## config.mk

```make
export PLATFORM = sky130hd
export DESIGN_NAME = display_scanner_flat
export DESIGN_NICKNAME = d
export VERILOG_FILES = /design/src/rtl/display_scanner_pkg.sv /design/src/rtl/display_scanner_if.sv /design/src/rtl/display_scanner_hex_to_seg7.sv /design/src/rtl/display_scanner.sv /design/src/flat_wrapper.sv
export SDC_FILE = /design/constraint.sdc
export NUM_CORES = 1
export LEC_CHECK = 0
export CAP_MARGIN = 20
export CORE_ASPECT_RATIO = 0.9
export CORE_UTILIZATION = 40
export CTS_BUF_LIST = sky130_fd_sc_hd__clkbuf_4
export DETAILED_ROUTE_END_ITERATION = 10
export PLACE_DENSITY = 0.64
export SETUP_SLACK_MARGIN = 0.3
export SKIP_CTS_REPAIR_TIMING = 1
export SLEW_MARGIN = 20
export SYNTH_ARGS = -nofsm -noshare
export SYNTH_HDL_FRONTEND = slang
export SYNTH_HIERARCHICAL = 1
export SYNTH_SLANG_ARGS = --single-unit
```

## constraint.sdc

```tcl
create_clock -name i_clk -period 3.3 [get_ports i_clk]
set_clock_uncertainty 0.2 [all_clocks]
set_input_delay 0.495 -clock i_clk [delete_from_list [all_inputs] [get_ports i_clk]]
set_output_delay 0.495 -clock i_clk [all_outputs]
set_load 0.1 [all_outputs]
```

## src/rtl/display_scanner_pkg.sv

```systemverilog
// Shared constants for the 7-segment display scanner.
// Segment patterns are active-high and ordered {g,f,e,d,c,b,a}.
package display_scanner_pkg;

  localparam int DIGIT_W = 4;

  localparam logic [6:0] SEG_0   = 7'h3F;
  localparam logic [6:0] SEG_1   = 7'h06;
  localparam logic [6:0] SEG_2   = 7'h5B;
  localparam logic [6:0] SEG_3   = 7'h4F;
  localparam logic [6:0] SEG_4   = 7'h66;
  localparam logic [6:0] SEG_5   = 7'h6D;
  localparam logic [6:0] SEG_6   = 7'h7D;
  localparam logic [6:0] SEG_7   = 7'h07;
  localparam logic [6:0] SEG_8   = 7'h7F;
  localparam logic [6:0] SEG_9   = 7'h6F;
  localparam logic [6:0] SEG_A   = 7'h77;
  localparam logic [6:0] SEG_B   = 7'h7C;
  localparam logic [6:0] SEG_C   = 7'h39;
  localparam logic [6:0] SEG_D   = 7'h5E;
  localparam logic [6:0] SEG_E   = 7'h79;
  localparam logic [6:0] SEG_F   = 7'h71;
  localparam logic [6:0] SEG_OFF = 7'h00;

endpackage

```

## src/rtl/display_scanner_if.sv

```systemverilog
// Bus between the scan/load source and the display scanner, plus the pin outputs.
interface display_scanner_if
  import display_scanner_pkg::*;
#(
  parameter int N_DIGITS = 4
);
  logic                          i_tick;
  logic [DIGIT_W*N_DIGITS-1:0]   i_data;
  logic [N_DIGITS-1:0]           i_dp;
  logic                          i_load;
  logic                          i_blank_lz;
  logic                          o_load_ack;
  logic [N_DIGITS-1:0]           o_an;
  logic [6:0]                    o_seg;
  logic                          o_dp;

  modport master (
    output i_tick, i_data, i_dp, i_load, i_blank_lz,
    input  o_load_ack, o_an, o_seg, o_dp
  );

  modport slave (
    input  i_tick, i_data, i_dp, i_load, i_blank_lz,
    output o_load_ack, o_an, o_seg, o_dp
  );
endinterface

```

## src/rtl/display_scanner_hex_to_seg7.sv

```systemverilog
// Combinational nibble to active-high 7-segment decoder.
module hex_to_seg7
  import display_scanner_pkg::*;
(
  input  logic [DIGIT_W-1:0] nibble,
  output logic [6:0]         seg
);

  // Hex digit lookup
  always_comb begin
    seg = SEG_OFF;
    case (nibble)
      4'h0:    seg = SEG_0;
      4'h1:    seg = SEG_1;
      4'h2:    seg = SEG_2;
      4'h3:    seg = SEG_3;
      4'h4:    seg = SEG_4;
      4'h5:    seg = SEG_5;
      4'h6:    seg = SEG_6;
      4'h7:    seg = SEG_7;
      4'h8:    seg = SEG_8;
      4'h9:    seg = SEG_9;
      4'hA:    seg = SEG_A;
      4'hB:    seg = SEG_B;
      4'hC:    seg = SEG_C;
      4'hD:    seg = SEG_D;
      4'hE:    seg = SEG_E;
      4'hF:    seg = SEG_F;
      default: seg = SEG_OFF;
    endcase
  end

endmodule

```

## src/rtl/display_scanner.sv

```systemverilog
// Time-multiplexed 7-segment scanner with anti-ghosting blanking,
// frame-aligned double buffering and leading-zero suppression.
module display_scanner
  import display_scanner_pkg::*;
#(
  parameter int N_DIGITS     = 4,
  parameter int BLANK_CYCLES = 4,
  parameter int ACTIVE_LOW   = 1
)(
  input  logic              i_clk,
  input  logic              i_reset,
  display_scanner_if.slave  bus
);

  localparam int                 IDX_W      = $clog2(N_DIGITS);
  localparam int                 DATA_W     = DIGIT_W * N_DIGITS;
  localparam logic [IDX_W-1:0]   LAST_IDX   = IDX_W'(N_DIGITS - 1);
  localparam logic [IDX_W-1:0]   IDX_ONE    = IDX_W'(1);
  localparam logic [7:0]         BLANK_INIT = 8'(BLANK_CYCLES);
  localparam logic               POL        = (ACTIVE_LOW != 0);
  localparam logic [N_DIGITS-1:0] AN_ONE    = {{(N_DIGITS-1){1'b0}}, 1'b1};

  typedef enum logic [0:0] {
    S_BLANK = 1'b0,
    S_SHOW  = 1'b1
  } state_t;

  logic [DATA_W-1:0]   pend_data_r;
  logic [N_DIGITS-1:0] pend_dp_r;
  logic                pend_v_r;
  logic [DATA_W-1:0]   act_data_r;
  logic [N_DIGITS-1:0] act_dp_r;
  logic [IDX_W-1:0]    idx_r;
  state_t              state_r;
  logic [7:0]          cnt_r;
  logic [N_DIGITS-1:0] an_r;
  logic [6:0]          seg_r;
  logic                dp_r;
  logic                ack_r;

  logic                boundary_s;
  logic [DATA_W-1:0]   act_data_s;
  logic [N_DIGITS-1:0] act_dp_s;
  logic [IDX_W-1:0]    idx_s;
  state_t              state_s;
  logic [7:0]          cnt_s;
  logic                zero_run_s;
  logic [N_DIGITS-1:0] lz_mask_s;
  logic [DIGIT_W-1:0]  digit_s;
  logic                dp_sel_s;
  logic [6:0]          seg_s;
  logic [N_DIGITS-1:0] an_s;

  // Next-state for scan index, blank timer and active buffer.
  // Outputs are registered from these next values so the anode tracks the FSM with no lag.
  always_comb begin
    boundary_s = bus.i_tick && (idx_r == LAST_IDX);
    act_data_s = act_data_r;
    act_dp_s   = act_dp_r;
    idx_s      = idx_r;
    state_s    = state_r;
    cnt_s      = cnt_r;

    if (boundary_s && pend_v_r) begin
      act_data_s = pend_data_r;
      act_dp_s   = pend_dp_r;
    end else begin
      act_data_s = act_data_r;
      act_dp_s   = act_dp_r;
    end

    if (bus.i_tick) begin
      idx_s   = (idx_r == LAST_IDX) ? {IDX_W{1'b0}} : idx_r + IDX_ONE;
      state_s = (BLANK_INIT == 8'd0) ? S_SHOW : S_BLANK;
      cnt_s   = BLANK_INIT;
    end else if (state_r == S_BLANK) begin
      // cnt holds the dark cycles still owed including the current one
      if (cnt_r <= 8'd1) begin
        state_s = S_SHOW;
        cnt_s   = 8'd0;
      end else begin
        state_s = S_BLANK;
        cnt_s   = cnt_r - 8'd1;
      end
    end else begin
      state_s = state_r;
      cnt_s   = cnt_r;
    end
  end

  // Leading-zero mask, scanned from the most significant digit down
  always_comb begin
    zero_run_s = 1'b1;
    lz_mask_s  = {N_DIGITS{1'b0}};
    for (int i = N_DIGITS - 1; i >= 0; i--) begin
      zero_run_s = zero_run_s && (act_data_s[i*DIGIT_W +: DIGIT_W] == 4'h0);
      if (i != 0) begin
        lz_mask_s[i] = bus.i_blank_lz && zero_run_s && !act_dp_s[i];
      end else begin
        lz_mask_s[i] = 1'b0;
      end
    end
  end

  // Selected digit, decimal point and anode for the upcoming slot
  always_comb begin
    digit_s = 4'h0;
    for (int i = 0; i < N_DIGITS; i++) begin
      if (idx_s == IDX_W'(i)) begin
        digit_s = act_data_s[i*DIGIT_W +: DIGIT_W];
      end else begin
        digit_s = digit_s;
      end
    end
    dp_sel_s = act_dp_s[idx_s];
    an_s     = AN_ONE << idx_s;
  end

  hex_to_seg7 u_hex_to_seg7 (
    .nibble (digit_s),
    .seg    (seg_s)
  );

  // Buffers, scan FSM and output registers
  always_ff @(posedge i_clk) begin
    if (i_reset) begin
      pend_data_r <= {DATA_W{1'b0}};
      pend_dp_r   <= {N_DIGITS{1'b0}};
      pend_v_r    <= 1'b0;
      act_data_r  <= {DATA_W{1'b0}};
      act_dp_r    <= {N_DIGITS{1'b0}};
      idx_r       <= {IDX_W{1'b0}};
      state_r     <= S_BLANK;
      cnt_r       <= BLANK_INIT;
      an_r        <= {N_DIGITS{POL}};
      seg_r       <= SEG_OFF ^ {7{POL}};
      dp_r        <= POL;
      ack_r       <= 1'b0;
    end else begin
      // A load on the boundary edge lands after the transfer, so it waits a frame
      if (bus.i_load) begin
        pend_data_r <= bus.i_data;
        pend_dp_r   <= bus.i_dp;
        pend_v_r    <= 1'b1;
      end else if (boundary_s) begin
        pend_v_r    <= 1'b0;
      end else begin
        pend_v_r    <= pend_v_r;
      end

      act_data_r <= act_data_s;
      act_dp_r   <= act_dp_s;
      idx_r      <= idx_s;
      state_r    <= state_s;
      cnt_r      <= cnt_s;
      ack_r      <= boundary_s && pend_v_r;

      if ((state_s == S_SHOW) && !lz_mask_s[idx_s]) begin
        an_r  <= an_s ^ {N_DIGITS{POL}};
        seg_r <= seg_s ^ {7{POL}};
        dp_r  <= dp_sel_s ^ POL;
      end else begin
        an_r  <= {N_DIGITS{POL}};
        seg_r <= SEG_OFF ^ {7{POL}};
        dp_r  <= POL;
      end
    end
  end

  assign bus.o_an       = an_r;
  assign bus.o_seg      = seg_r;
  assign bus.o_dp       = dp_r;
  assign bus.o_load_ack = ack_r;

endmodule

```

## src/flat_wrapper.sv

```systemverilog
// flat-port wrapper written by rule: the top's interface ports become plain ports
module display_scanner_flat import display_scanner_pkg::*;
#(
  parameter int N_DIGITS     = 4,
  parameter int BLANK_CYCLES = 4,
  parameter int ACTIVE_LOW   = 1
)
  (i_clk, i_reset, bus_i_tick, bus_i_data, bus_i_dp, bus_i_load, bus_i_blank_lz, bus_o_load_ack, bus_o_an, bus_o_seg, bus_o_dp);
  display_scanner_if #(.N_DIGITS(N_DIGITS)) bus_i ();
  input  logic i_clk;
  input  logic i_reset;
  input wire logic [$bits(bus_i.i_tick)-1:0] bus_i_tick;
  input wire logic [$bits(bus_i.i_data)-1:0] bus_i_data;
  input wire logic [$bits(bus_i.i_dp)-1:0] bus_i_dp;
  input wire logic [$bits(bus_i.i_load)-1:0] bus_i_load;
  input wire logic [$bits(bus_i.i_blank_lz)-1:0] bus_i_blank_lz;
  output wire logic [$bits(bus_i.o_load_ack)-1:0] bus_o_load_ack;
  output wire logic [$bits(bus_i.o_an)-1:0] bus_o_an;
  output wire logic [$bits(bus_i.o_seg)-1:0] bus_o_seg;
  output wire logic [$bits(bus_i.o_dp)-1:0] bus_o_dp;
  assign bus_i.i_tick = bus_i_tick;
  assign bus_i.i_data = bus_i_data;
  assign bus_i.i_dp = bus_i_dp;
  assign bus_i.i_load = bus_i_load;
  assign bus_i.i_blank_lz = bus_i_blank_lz;
  assign bus_o_load_ack = bus_i.o_load_ack;
  assign bus_o_an = bus_i.o_an;
  assign bus_o_seg = bus_i.o_seg;
  assign bus_o_dp = bus_i.o_dp;
  display_scanner #(.N_DIGITS(N_DIGITS), .BLANK_CYCLES(BLANK_CYCLES), .ACTIVE_LOW(ACTIVE_LOW)) u_core (.i_clk(i_clk), .i_reset(i_reset), .bus(bus_i));
endmodule
```

==> flow_metrics.tcl, run 1 <==
set metrics [dict create \
    outcome "finished, final reports clean" \
    power.density_nw_per_um2 456 \
    dieArea_um2 7670 \
    final_core_util_pct 51.1 \
    synth.distinct_cells 49 \
    grt_max_degree 46 \
    netlist_area_um2 2930 \
    die_w_um 92.2 \
    htreeDepth 3 \
    place_congestion 0.802 \
    synth_top_cells_by_count "dfxtp_1, nor2_1, mux2i_1" \
    synth_cells 308 \
    num_vias 2281 \
    ys_seq_area_share_pct 44.4 \
    die_y_um 83.2 \
    dpl.hpwl_um 4280 \
    async_reset_ff_share_pct 0 \
    syn_area_per_cell_um2 9.51 \
    tritoncts "built" \
    grt_pass1_wl_um 10400 \
    drive_gt1_share_pct 18.4 \
    critPathRequiredTime_ps 3450 \
    initial_core_util_pct 41.4 \
    netlist_top_cells_area "dfxtp_1, mux2i_1, nor2_1, ha_1, a21oi_1" \
    num_io_pins 38 \
    holdCritPathClass "reg2reg" \
    tightest_slew_ps 500 \
    synth_edf_count 0 \
    cap_violations 0 \
    std_cell_rows 29 \
    finalSetupTns_ps 0 \
    clk_latency_ps 420 \
    n_antenna_cell 0 \
    slew_headroom_pct 66.7 \
    ir_drop_mv 0.240 \
    numPortBuffers 37 \
    clkSinkCount 65 \
    slew_viol_final 0 \
    synth_nets 343 \
    clkPwrFrac_pct 35.4 \
    final_nets 395 \
    layout_min_cycle_time_ps 2860 \
    grt_antenna_before_repair 0 \
    cts_max_path_buffers 2 \
    grt_pass1_vias 2257 \
    vias_per_cell 4.99 \
    drt_wl_total_um 6030 \
    worstPathMaxFanout 10 \
    drtIter0Drc 103 \
    p_leak_nw 1.55 \
    switchingPower_uw 413 \
    intPower_mw 1.23 \
    power_mw 1.65 \
    p_comb_share_pct 13.7 \
    numCtsBuffers 9 \
    avgRoutedWirePerCell_um 13.2 \
    firstDrtPassIters 4 \
    track_usage_pct 17.7 \
    fp.coreArea_um2 7080 \
    overflow 0 \
    hold_viol_final 0 \
    pwr-share-seq_pct 50.9 \
    yosysTopAreaCellShare_pct 44.4 \
    worstSetupEndpointType "register" \
    cts.clk_slew.worst_paths_ps 90 \
    drc 0 \
    synth_most_common_cell "dfxtp_1" \
    synth_ff_type "dfxtp_1" \
    ys_warn_count 6 \
    clock-root-buffer "clkbuf_4" \
    ant_nets 0 \
    syn2layout_area_growth_pct 23.4 \
    synth_seq_cells 65 \
    period_share_pct 86.7 \
    p_sw_share_pct 25.1 \
    critPathKind "reg2reg" \
    synth_area_leader_cell "dfxtp_1" \
    rsz0062_at_grt "false" \
    arrival_ps 3020 \
    fmax_ghz 0.349 \
    setup_viol_count_final 0 \
    start_kind "register" \
]
==> power by group through the flow <==
stage               sequential, mW  clock, mW  combinational [mW]
floorplan                    0.872          0               0.135
global placement             0.854          0               0.220
detailed placement           0.854          0               0.224
CTS                          0.836      0.610               0.225
global route                 0.842      0.645               0.249
finish                       0.837      0.583               0.226
==> cells by family after synthesis <==
family                     count (synthesis)  synth area share (%)
DFF                                       65                  44.4
buffers and inverters                     31                  4.95
and+or+nand+nor                          113                  17.7
muxes                                     45                  17.9
xor gates and xnor gates                   5                  1.50
AOI/OAI and AO/OA                         39                  9.18
adders and majority gates                 10                  4.27
==> through the flow <==
stage | hold WS [ps] | area [µm²] | std cells | setup slack (ps)
after floorplan | 231 | 2930 | 308 | 379
after global placement | 246 | 3450 | 442 | 135
after detailed placement | 253 | 3450 | 442 | 90.2
after CTS | 267 | 3600 | 457 | 241
after global routing | 301 | 3610 | 457 | 305
final | 268 | 3610 | 457 | 438
==> worst max-delay path: stages (launching register included) <==
cell and delay, ps:
dfxtp_2 440, ha_4 210, nand3_1 90, buf_4 190
mux2i_1 140, mux4_2 480, inv_1 110, inv_1 70
ha_1 300, mux4_1 500, nand3_1 80
==> registers in the layout (all words and copies together) (netlist names) <==
| name | cells |
|---|---|
| u_core/pend_data_r | 16 |
| u_core/cnt_r | 8 |
| u_core/pend_dp_r | 4 |
| u_core/act_dp_r | 4 |
| u_core/bus.o_load_ack | 1 |
| u_core/idx_r | 2 |
| u_core/pend_v_r | 1 |
| u_core/state_r | 1 |
| u_core/bus.o_seg | 7 |
| u_core/act_data_r | 16 |
| u_core/bus.o_dp | 1 |
| u_core/bus.o_an | 4 |
==> layer usage <==
layer | global-route usage [%] | wire length, µm
met2 | 27.2 | 2710
met4 | 8.38 | 89
met5 | 0 | 0
met3 | 6.14 | 265
met1 | 22.1 | 2970
==> final timing paths <==
kind / start / end / slack, ps / cells past startpoint
min reg2reg: u_core/act_data_r[1] / u_core/act_data_r[1] / 270 / 2
max reg2reg: u_core/idx_r[0] / u_core/bus.o_seg[3] / 440 / 10
min: u_core/act_data_r[1] / u_core/act_data_r[1] / 270 / 2
max: u_core/idx_r[0] / u_core/bus.o_seg[3] / 440 / 10
==> layout by cell type, fill, tap and decap left out, types with 2 or more instances in the layout <==
cell type         n
bufinv_16         2
a21oi_1          18
a22oi_1           3
nor4_1            3
nor3_1            7
o21ai_0           2
mux2_2            3
buf_4            34
xnor2_1           4
ha_1              9
clkdlybuf4s50_1  24
clkbuf_4         11
nor2_1           53
nand2b_1          2
mux2i_1          36
dfxtp_1          64
nand3_1          12
a32oi_1           2
mux4_2            4
nor2b_1           5
inv_1            14
nand2_1          23
==> final cells by class <==
type	instances	area (µm²)
multi-input combinational	212	1500
clock inverter	4	68.8
tap	93	116
timing repair buffer	58	495
clock buffer	11	82.6
fill	679	3460
inverter	14	52.6
sequential	65	1300
Note: power is estimated with default switching activity, not from simulation.
==> run 2: changes to the inputs <==
clock period = 3.68 ns   (was 3.3 ns; I/O delays follow)
==> flow_metrics.tcl, run 2 (same netlist as run 1, synthesis figures left out) <==
set metrics [dict create \
    outcome "finished, final reports clean" \
    hold_viol_final 0 \
    dpl.hpwl_um 4100 \
    place_area_um2 3390 \
    track_usage_pct 17.0 \
    clock-root-buffer "clkbuf_4" \
    rsz0062_at_grt "false" \
    place_congestion 0.829 \
    std_cell_rows 29 \
    grtUsageMet1_pct 22.1 \
    clkSinkCount 65 \
    crit_family "multiplexers" \
    fp.coreArea_um2 7080 \
    path_cells "ha_1 -> nand3_1 -> buf_12 -> mux2i_1 -> mux4_2 -> inv_1 -> inv_1 -> ha_1 -> mux4_1 -> nand3_1" \
    syn2layout_area_growth_pct 21.3 \
    fill_cells 709 \
    power.density_nw_per_um2 421 \
    p_sw_share_pct 25.8 \
    numCtsBuffers 9 \
    cts.clk_slew.worst_paths_ps 110 \
    final_common_cell "dfxtp_1" \
    grt_max_degree 46 \
    tightest_slew_ps 969 \
    cpPeakStageDelay_ps 500 \
    layout_min_cycle_time_ps 3090 \
    clkPwrFrac_pct 36.6 \
    htreeDepth 3 \
    critPathKind "reg2reg" \
    pwr-share-seq_pct 50.2 \
    critPathRequiredTime_ps 3830 \
    arrival_ps 3240 \
    numPortBuffers 37 \
    tritoncts "built" \
    intPower_mw 1.11 \
    vias_per_cell 5.02 \
    holdCritPathClass "reg2reg" \
    grtUsageMet3_pct 6.78 \
    cap_violations 0 \
    worstSetupEndpointType "register" \
    p_comb_share_pct 13.3 \
    start_kind "register" \
    postLayoutCellArea_um2 3550 \
    fmax_ghz 0.323 \
    ant_nets 0 \
    setup_viol_count_final 0 \
    drive_gt1_share_pct 11.4 \
    avgRoutedWirePerCell_um 13.0 \
    die_w_um 92.2 \
    ir_drop_mv 0.271 \
    reg_top3 "u_core/act_data_r x16, u_core/pend_data_r x16, u_core/cnt_r x8" \
    finalSetupTns_ps 0 \
    grt_pass1_vias 2159 \
    p_leak_nw 1.49 \
    slew_viol_final 0 \
    clk_latency_ps 420 \
    worstPathMaxFanout 28 \
    grt_use_met2_pct 26.0 \
    n_antenna_cell 0 \
    num_vias 2230 \
    overflow 0 \
    period_share_pct 84.1 \
    drc 0 \
    num_io_pins 38 \
    switchingPower_uw 385 \
    initial_core_util_pct 41.4 \
    worst-path-buf-inv 3 \
    final_nets 381 \
    drtIter0Drc 72 \
    grt_antenna_before_repair 0 \
    top_usage_layer "met2" \
    dieArea_um2 7670 \
    r2r_slack_ps 590 \
    firstDrtPassIters 4 \
    final_cell_mix "dfxtp_1, nor2_1, clkdlybuf4s50_1, mux2i_1, nand2_1" \
    grt_pass1_wl_um 10200 \
    cpMaxStageDelayCell "mux4_1" \
    multiInputGateArea_um2 1480 \
    seq_area_um2 1300 \
    die_y_um 83.2 \
    cts_max_path_buffers 2 \
    drt_wl_total_um 5770 \
    slew_headroom_pct 35.2 \
]
## run 2: cell types whose count changed in the layout (fill, tap and decap cells not counted), sizes merged
cell           before  now
clkdlybuf4s50      24   37
clkinvlp            0    1
buf                34    7
## run 2: layout make-up
type | count | share of cell area, %
Clock buffer | 11 | 2.32
Sequential cell | 65 | 36.7
Timing Repair Buffer | 44 | 12.3
Inverter | 14 | 1.48
Tap cell | 93 | 3.28
Clock inverter | 5 | 2.25
Multi-Input combinational cell | 212 | 41.7
## run 2: metal layers
metal  share of wire [%]  wire length, µm
met5                   0                0
met4                 1.1               62
met3                 3.9              225
met2                  46             2660
met1                  49             2820
## run 2: worst reg2reg max path: stages (launching register included)
cell and delay, ps:
dfxtp_2 410, ha_1 290, nand3_1 160, buf_12 200, mux2i_1 170, mux4_2 470
inv_1 140, inv_1 110, ha_1 320, mux4_1 500, nand3_1 80
## run 2: power by group through the flow
stage	logic, mW	clock network (mW)	registers (mW)
2_1_floorplan	0.121	0	0.782
3_3_place_gp	0.196	0	0.765
3_5_place_dp	0.199	0	0.765
4_1_cts	0.199	0.565	0.750
5_1_grt	0.218	0.595	0.754
6_report	0.198	0.546	0.750
## run 2: final timing paths
| kind | depth (start not counted) | startpoint | endpoint |
|---|---|---|---|
| setup / recovery | 10 | u_core/idx_r[0] | u_core/bus.o_seg[3] |
| setup reg to reg | 10 | u_core/idx_r[0] | u_core/bus.o_seg[3] |
| hold / removal | 2 | u_core/act_data_r[1] | u_core/act_data_r[1] |
| hold reg to reg | 2 | u_core/act_data_r[1] | u_core/act_data_r[1] |
## run 2: stage by stage
stage | power [mW] | cells | hold slack, ps | utilization [%] | setup slack [ps]
global route | 1.57 | 444 | 296 | 50.2 | 399
global placement | 0.961 | 428 | 248 | 47.9 | 338
CTS | 1.51 | 444 | 267 | 50.2 | 491
floorplan | 0.903 | 308 | 231 | - | 759
detailed placement | 0.964 | 428 | 251 | 47.9 | 224
finish | 1.49 | 444 | 267 | 50.2 | 587
